--- src/rtl/seven_seg_scan_capture.sv ---
// Passive sniffer for a multiplexed active-low 7-segment bus; rebuilds the shown hex word.
// Optional blank detection: define SEVEN_SEG_BLANK_DETECT_EN to accept all-off as a legal blank.
module seven_seg_scan_capture #(
    parameter int NUM_DIGITS     = 4,
    parameter int STABLE_SAMPLES = 3,
    parameter int SAMPLE_DELAY   = 2
) (
    input  logic                    clk,
    input  logic                    rstn,
    input  logic [6:0]              segs,
    input  logic [NUM_DIGITS-1:0]   an,
    output logic [4*NUM_DIGITS-1:0] digits,
    output logic                    valid,
    output logic [NUM_DIGITS-1:0]   digit_err,
    output logic [NUM_DIGITS-1:0]   blank
);

    localparam int SW = (NUM_DIGITS > 1) ? $clog2(NUM_DIGITS) : 1;
    localparam int CW = $clog2(SAMPLE_DELAY + 1);
    localparam int MW = $clog2(STABLE_SAMPLES + 1);
    localparam logic [NUM_DIGITS-1:0] ONE  = NUM_DIGITS'(1);
    localparam logic [MW-1:0]         MMAX = MW'(STABLE_SAMPLES);

    typedef enum logic [1:0] {IDLE, SETTLE, SAMPLE, WAIT} state_t;

    state_t                state, state_nx;
    logic [6:0]            segs_q;
    logic [NUM_DIGITS-1:0] an_q;
    logic [NUM_DIGITS-1:0] low;
    logic                  sel_ok;
    logic [SW-1:0]         sel, sel_q;
    logic [CW-1:0]         cnt;
    logic                  load, inc, take;
    logic [6:0]            pat;
    logic                  hex_ok, blank_ok;
    logic [3:0]            hex_val;
    logic [NUM_DIGITS-1:0] visited, vis_nx;

    always_ff @(posedge clk) begin
        if (!rstn) begin
            segs_q <= 7'h7F;
            an_q   <= '1;
        end else begin
            segs_q <= segs;
            an_q   <= an;
        end
    end

    // Exactly one low anode is a legal select.
    assign low    = ~an_q;
    assign sel_ok = (low != '0) && ((low & (low - ONE)) == '0);

    always_comb begin
        sel = '0;
        for (int i = 0; i < NUM_DIGITS; i++)
            if (low[i]) sel = SW'(i);
    end

    always_ff @(posedge clk) begin
        if (!rstn) state <= IDLE;
        else       state <= state_nx;
    end

    always_comb begin
        state_nx = state;
        unique case (state)
            IDLE:   if (sel_ok) state_nx = SETTLE;
            SETTLE: begin
                if (!sel_ok)                          state_nx = IDLE;
                else if (sel != sel_q)                state_nx = SETTLE;
                else if (cnt == CW'(SAMPLE_DELAY-1))  state_nx = SAMPLE;
            end
            SAMPLE: state_nx = WAIT;
            WAIT: begin
                if (!sel_ok)           state_nx = IDLE;
                else if (sel != sel_q) state_nx = SETTLE;
            end
            default: state_nx = IDLE;
        endcase
    end

    always_comb begin
        load = 1'b0;
        inc  = 1'b0;
        take = 1'b0;
        unique case (state)
            IDLE:   load = sel_ok;
            SETTLE: begin
                load = sel_ok && (sel != sel_q);
                inc  = sel_ok && (sel == sel_q);
            end
            SAMPLE: take = 1'b1;
            WAIT:   load = sel_ok && (sel != sel_q);
            default: ;
        endcase
    end

    always_ff @(posedge clk) begin
        if (!rstn) begin
            sel_q <= '0;
            cnt   <= '0;
        end else if (load) begin
            sel_q <= sel;
            cnt   <= '0;
        end else if (inc) begin
            cnt   <= cnt + CW'(1);
        end
    end

    assign pat = ~segs_q;

    always_comb begin
        hex_ok  = 1'b1;
        hex_val = 4'h0;
        case (pat)
            7'h3F: hex_val = 4'h0;
            7'h06: hex_val = 4'h1;
            7'h5B: hex_val = 4'h2;
            7'h4F: hex_val = 4'h3;
            7'h66: hex_val = 4'h4;
            7'h6D: hex_val = 4'h5;
            7'h7D: hex_val = 4'h6;
            7'h07: hex_val = 4'h7;
            7'h7F: hex_val = 4'h8;
            7'h6F: hex_val = 4'h9;
            7'h77: hex_val = 4'hA;
            7'h7C: hex_val = 4'hB;
            7'h58: hex_val = 4'hC;
            7'h5E: hex_val = 4'hD;
            7'h79: hex_val = 4'hE;
            7'h71: hex_val = 4'hF;
            default: hex_ok = 1'b0;
        endcase
    end

`ifdef SEVEN_SEG_BLANK_DETECT_EN
    assign blank_ok = (pat == 7'h00);
`else
    assign blank_ok = 1'b0;
`endif

    for (genvar g = 0; g < NUM_DIGITS; g++) begin : g_pos
        logic [3:0]    shadow, dig;
        logic [MW-1:0] match, m_nx;
        logic          err, blk;
        logic          hit;

        assign hit = take && (sel_q == SW'(g));

        always_comb begin
            if (hex_val == shadow)
                m_nx = (match == MMAX) ? MMAX : match + MW'(1);
            else
                m_nx = MW'(1);
        end

        always_ff @(posedge clk) begin
            if (!rstn) begin
                shadow <= '0;
                dig    <= '0;
                match  <= '0;
                err    <= 1'b0;
                blk    <= 1'b0;
            end else if (hit) begin
                if (hex_ok) begin
                    shadow <= hex_val;
                    match  <= m_nx;
                    err    <= 1'b0;
                    blk    <= 1'b0;
                    if (m_nx == MMAX) dig <= hex_val;
                end else if (blank_ok) begin
                    blk   <= 1'b1;
                    err   <= 1'b0;
                    match <= '0;
                end else begin
                    err   <= 1'b1;
                    match <= '0;
                end
            end
        end

        assign digits[4*g +: 4] = dig;
        assign digit_err[g]     = err;
        assign blank[g]         = blk;
    end

    assign vis_nx = visited | (ONE << sel_q);

    // Frame strobe fires the cycle after the sample that fills the mask.
    always_ff @(posedge clk) begin
        if (!rstn) begin
            visited <= '0;
            valid   <= 1'b0;
        end else begin
            valid <= 1'b0;
            if (take) begin
                if (vis_nx == '1) begin
                    visited <= '0;
                    valid   <= 1'b1;
                end else begin
                    visited <= vis_nx;
                end
            end
        end
    end

endmodule
--- config.mk ---
export PLATFORM = sky130hd
export DESIGN_NAME = seven_seg_scan_capture
export DESIGN_NICKNAME = d
export VERILOG_FILES = /design/src/rtl/seven_seg_scan_capture.sv
export SDC_FILE = /design/constraint.sdc
export NUM_CORES = 1
export LEC_CHECK = 0
export ABC_AREA = 1
export CORE_MARGIN = 2
export CORE_UTILIZATION = 55
export DETAILED_ROUTE_END_ITERATION = 8
export PLACE_DENSITY = 0.87
export REMOVE_ABC_BUFFERS = 1
export SETUP_SLACK_MARGIN = 0.2
export SLEW_MARGIN = 20
export SYNTH_ARGS = -nofsm -noshare
export SYNTH_HDL_FRONTEND = slang
export SYNTH_SLANG_ARGS = --single-unit
--- constraint.sdc ---
create_clock -name clk -period 4.6 [get_ports clk]
set_clock_uncertainty 0.2 [all_clocks]
set_input_delay 0.69 -clock clk [delete_from_list [all_inputs] [get_ports clk]]
set_output_delay 0.69 -clock clk [all_outputs]
set_load 0.05 [all_outputs]
==> impl_metrics.ini <==
[status]
outcome = finished clean

[route]
drt-wirelength-per-cell_um = 12.5
firstDrtPassIters = 5
ant_nets = 0
dr_total_vias = 3495
drt_iter0_drc = 278
drc_errors = 0
postRouteWirelength_mm = 8.38
viasPerCell = 5.21

[pwr]
combPwrFrac_pct = 13.0
power_density_nw_per_um2 = 299
switching_power_mw = 0.339
clkPwrFrac_pct = 37.6
seqPwrFrac_pct = 49.4
ir_worst_vdd_v = 0.000229
intPower_mw = 0.898
total_leakage_power_nw = 1.88
power_switching_share_pct = 27.4

[clock_tree]
cts_tree = done
cts_max_path_buffers = 2
clkSinkCount = 66
cts_setup_buffers = 0
ctsHoldBuffers = 0
ctsRootBufferMaster = clkbuf_8
cts.clk_slew.worst_paths_ns = 0.07
clkLatencyLatePin_ns = 0.34
cts_resized = 0
cts_buffers = 9
htree_num_levels = 3

[final_layout]
fin_area_sq_um = 4150
nFillCells = 550
drive_gt1_share_pct = 10.1
stdcell_count = 671
diodes = 0
fin_nets = 604
syn_to_final_growth_pct = 14.1

[synth]
ys_seq_area_share_pct = 36.4
synth_cell_types = 30
synth.area.top_cells = dfxtp_1 (36%), nand2_1 (16%), nor2_1 (8.7%)
synthCells = 560
yosysTopAreaCellShare_pct = 36.4
synthesis.area_sq_um = 3630
yosys.area.top_type = dfxtp_1
avgSynthCellArea_sq_um = 6.49
yosys_warnings = 0
synth_seq_cells = 66
synth_edf_count = 0
async_reset_ff_share_pct = 0
synthTopCellsByCount = nand2_1 (154), nor2_1 (84), inv_1 (78)
ys.flop_type = dfxtp_1
synthMostInstantiatedCell = nand2_1

[sta]
setup_viol = 0
finalCritPeriodShare_pct = 55.0
slew_headroom_pct = 45.0
timing.final.crit_period_ns = 2.53
setup-tns-final_ns = 0
report.final.slew_viol_count = 0
worst_pin_slew_ns = 0.818
hold_viol = 0
rsz0062_at_grt = false
fmax_ghz = 0.395

[worst_setup_path]
crit_chain = inv_2 > nand2_1 > nor2_1 > nand2_1 > nand2_1 > nor2_1 > nand2_1 > nand2_1 > nand2_1 > nand2_1 > inv_1 > nand4_1 > nand2_1 > nand2_1 > nor2_1
r2r_slack_ns = 2.07
max_stage_delay_ns = 0.47
start_kind = flip-flop
critPathSlowestCell = dfxtp_1
crit_buf_inv = 2
crit_family = simple AND/OR/NAND/NOR gates
cp.arrival_ns = 2.57
critPathMaxFanout = 6
critPathRequiredTime_ns = 4.64
worst_setup_path_end_kind = flip-flop
worst-setup-path-type = reg -> reg
crit_top_cell = nand2_1

[worst_hold_path]
min_path_type = reg -> reg

[floorplan]
start_util_pct = 56.9
dieWidth_um = 85.3
core_area_sq_um = 6390
io_pins = 38
num_rows = 29
die_height_um = 85.3
die_area_sq_um = 7270

[placement]
dp_cells = 656
place_hpwl_mm = 5.94
place_congestion = 0.848
io_buffers = 33
place_area_sq_um = 3960

[global_route]
antenna_found_initial = 0
grt_pass1_vias = 3378
grt_overflow = 0
grt_pass1_wl_mm = 14.4
grt_max_degree = 40
grt.total_usage_pct = 24.4

[run]
maxCapViolations = 0
registers in the layout, summed over array words and instances, names as in the netlist, named ones only:
signal / cells
g_pos.err: 4
g_pos.shadow: 16
segs_q: 7
an_q: 4
g_pos.dig: 16
cnt: 2
state: 1
visited: 4
g_pos.match: 8
sel_q: 2
valid: 1
placed cells by master (no fill, tap or decap), drive strengths merged:
cell type / instances
ha: 1
nor2: 101
o2111ai: 1
nand2: 158
inv: 83
clkbuf: 14
nand3: 33
o21ai: 21
clkdlybuf4s50: 33
clkinvlp: 1
a21oi: 32
nor3: 6
buf: 1
o21a: 2
dfxtp: 66
xor2: 1
o211ai: 1
conb: 4
nand4: 17
o32ai: 3
nand3b: 3
or2: 12
worst reg2reg max path, cell delays in order (launching register included):
cell and delay [ns]:
dfxtp_1 0.47, inv_2 0.10, nand2_1 0.09, nor2_1 0.07, nand2_1 0.10, nand2_1 0.06
nor2_1 0.43, nand2_1 0.29, nand2_1 0.12, nand2_1 0.06, nand2_1 0.09, inv_1 0.04
nand4_1 0.13, nand2_1 0.08, nand2_1 0.07, nor2_1 0.05
per-stage QoR:
stage	worst slack [ns]	total power, mW	utilization, %	hold slack, ns
floorplan	2.53	0.735	-	0.226
global placement	1.99	0.774	61.9	0.239
detailed placement	1.94	0.781	61.9	0.245
CTS	2.06	1.24	64.9	0.254
global route	1.80	1.29	64.9	0.288
finish	2.07	1.24	64.9	0.254
cell families (layout without fill, tap and decap cells):
family	after synthesis	count (layout)	synth area share, %
flip-flops	66	66	36.4
other	1	4	0.103
AND/OR/NAND/NOR	330	330	42.1
XOR/XNOR	1	1	0.241
buffers and inverters	101	132	12.0
AO/OA/AOI/OAI	60	60	8.89
adder cells (fa/ha/maj)	1	1	0.344
area by class of cell:
type,instances,area [sq um],share of cell area [%]
well taps,77,96.3,2.32
inverters,83,312,7.52
flip-flops and latches,66,1320,31.9
clock buffers,14,183,4.41
clock inverters,1,7.51,0.181
multi-input cells,396,1890,45.5
repair buffers,34,338,8.15
layer usage:
| metal | up-vias | part of all wire, % | routed length, um | GRT usage (%) |
|---|---|---|---|---|
| met1 | 1580 | 43 | 3610 | 28.7 |
| met4 | 0 | 1.8 | 147 | 8.23 |
| met3 | 16 | 4.9 | 409 | 4.77 |
| met5 | - | 0 | 0 | 0 |
| met2 | 100 | 50 | 4220 | 44.0 |
| li1 | 1799 | - | - | - |
power by group through the flow:
| stage | Clock (mW) | Combinational [mW] | Sequential, mW |
|---|---|---|---|
| final | 0.465 | 0.161 | 0.611 |
| after global routing | 0.492 | 0.180 | 0.614 |
| after CTS | 0.469 | 0.160 | 0.611 |
| after detailed placement | 0 | 0.158 | 0.623 |
| after global placement | 0 | 0.152 | 0.622 |
| after floorplan | 0 | 0.108 | 0.627 |
final timing paths:
path	startpoint	endpoint	depth (start not counted)
min reg2reg	visited[3]$_SDFFE_PN0N_	visited[3]$_SDFFE_PN0N_	2
min	visited[3]$_SDFFE_PN0N_	visited[3]$_SDFFE_PN0N_	2
max	segs_q[2]$_SDFF_PN1_	g_pos[3].dig[1]$_SDFFE_PN0P_	15
max reg2reg	segs_q[2]$_SDFF_PN1_	g_pos[3].dig[1]$_SDFFE_PN0P_	15
(Power assumes the default switching activity.)
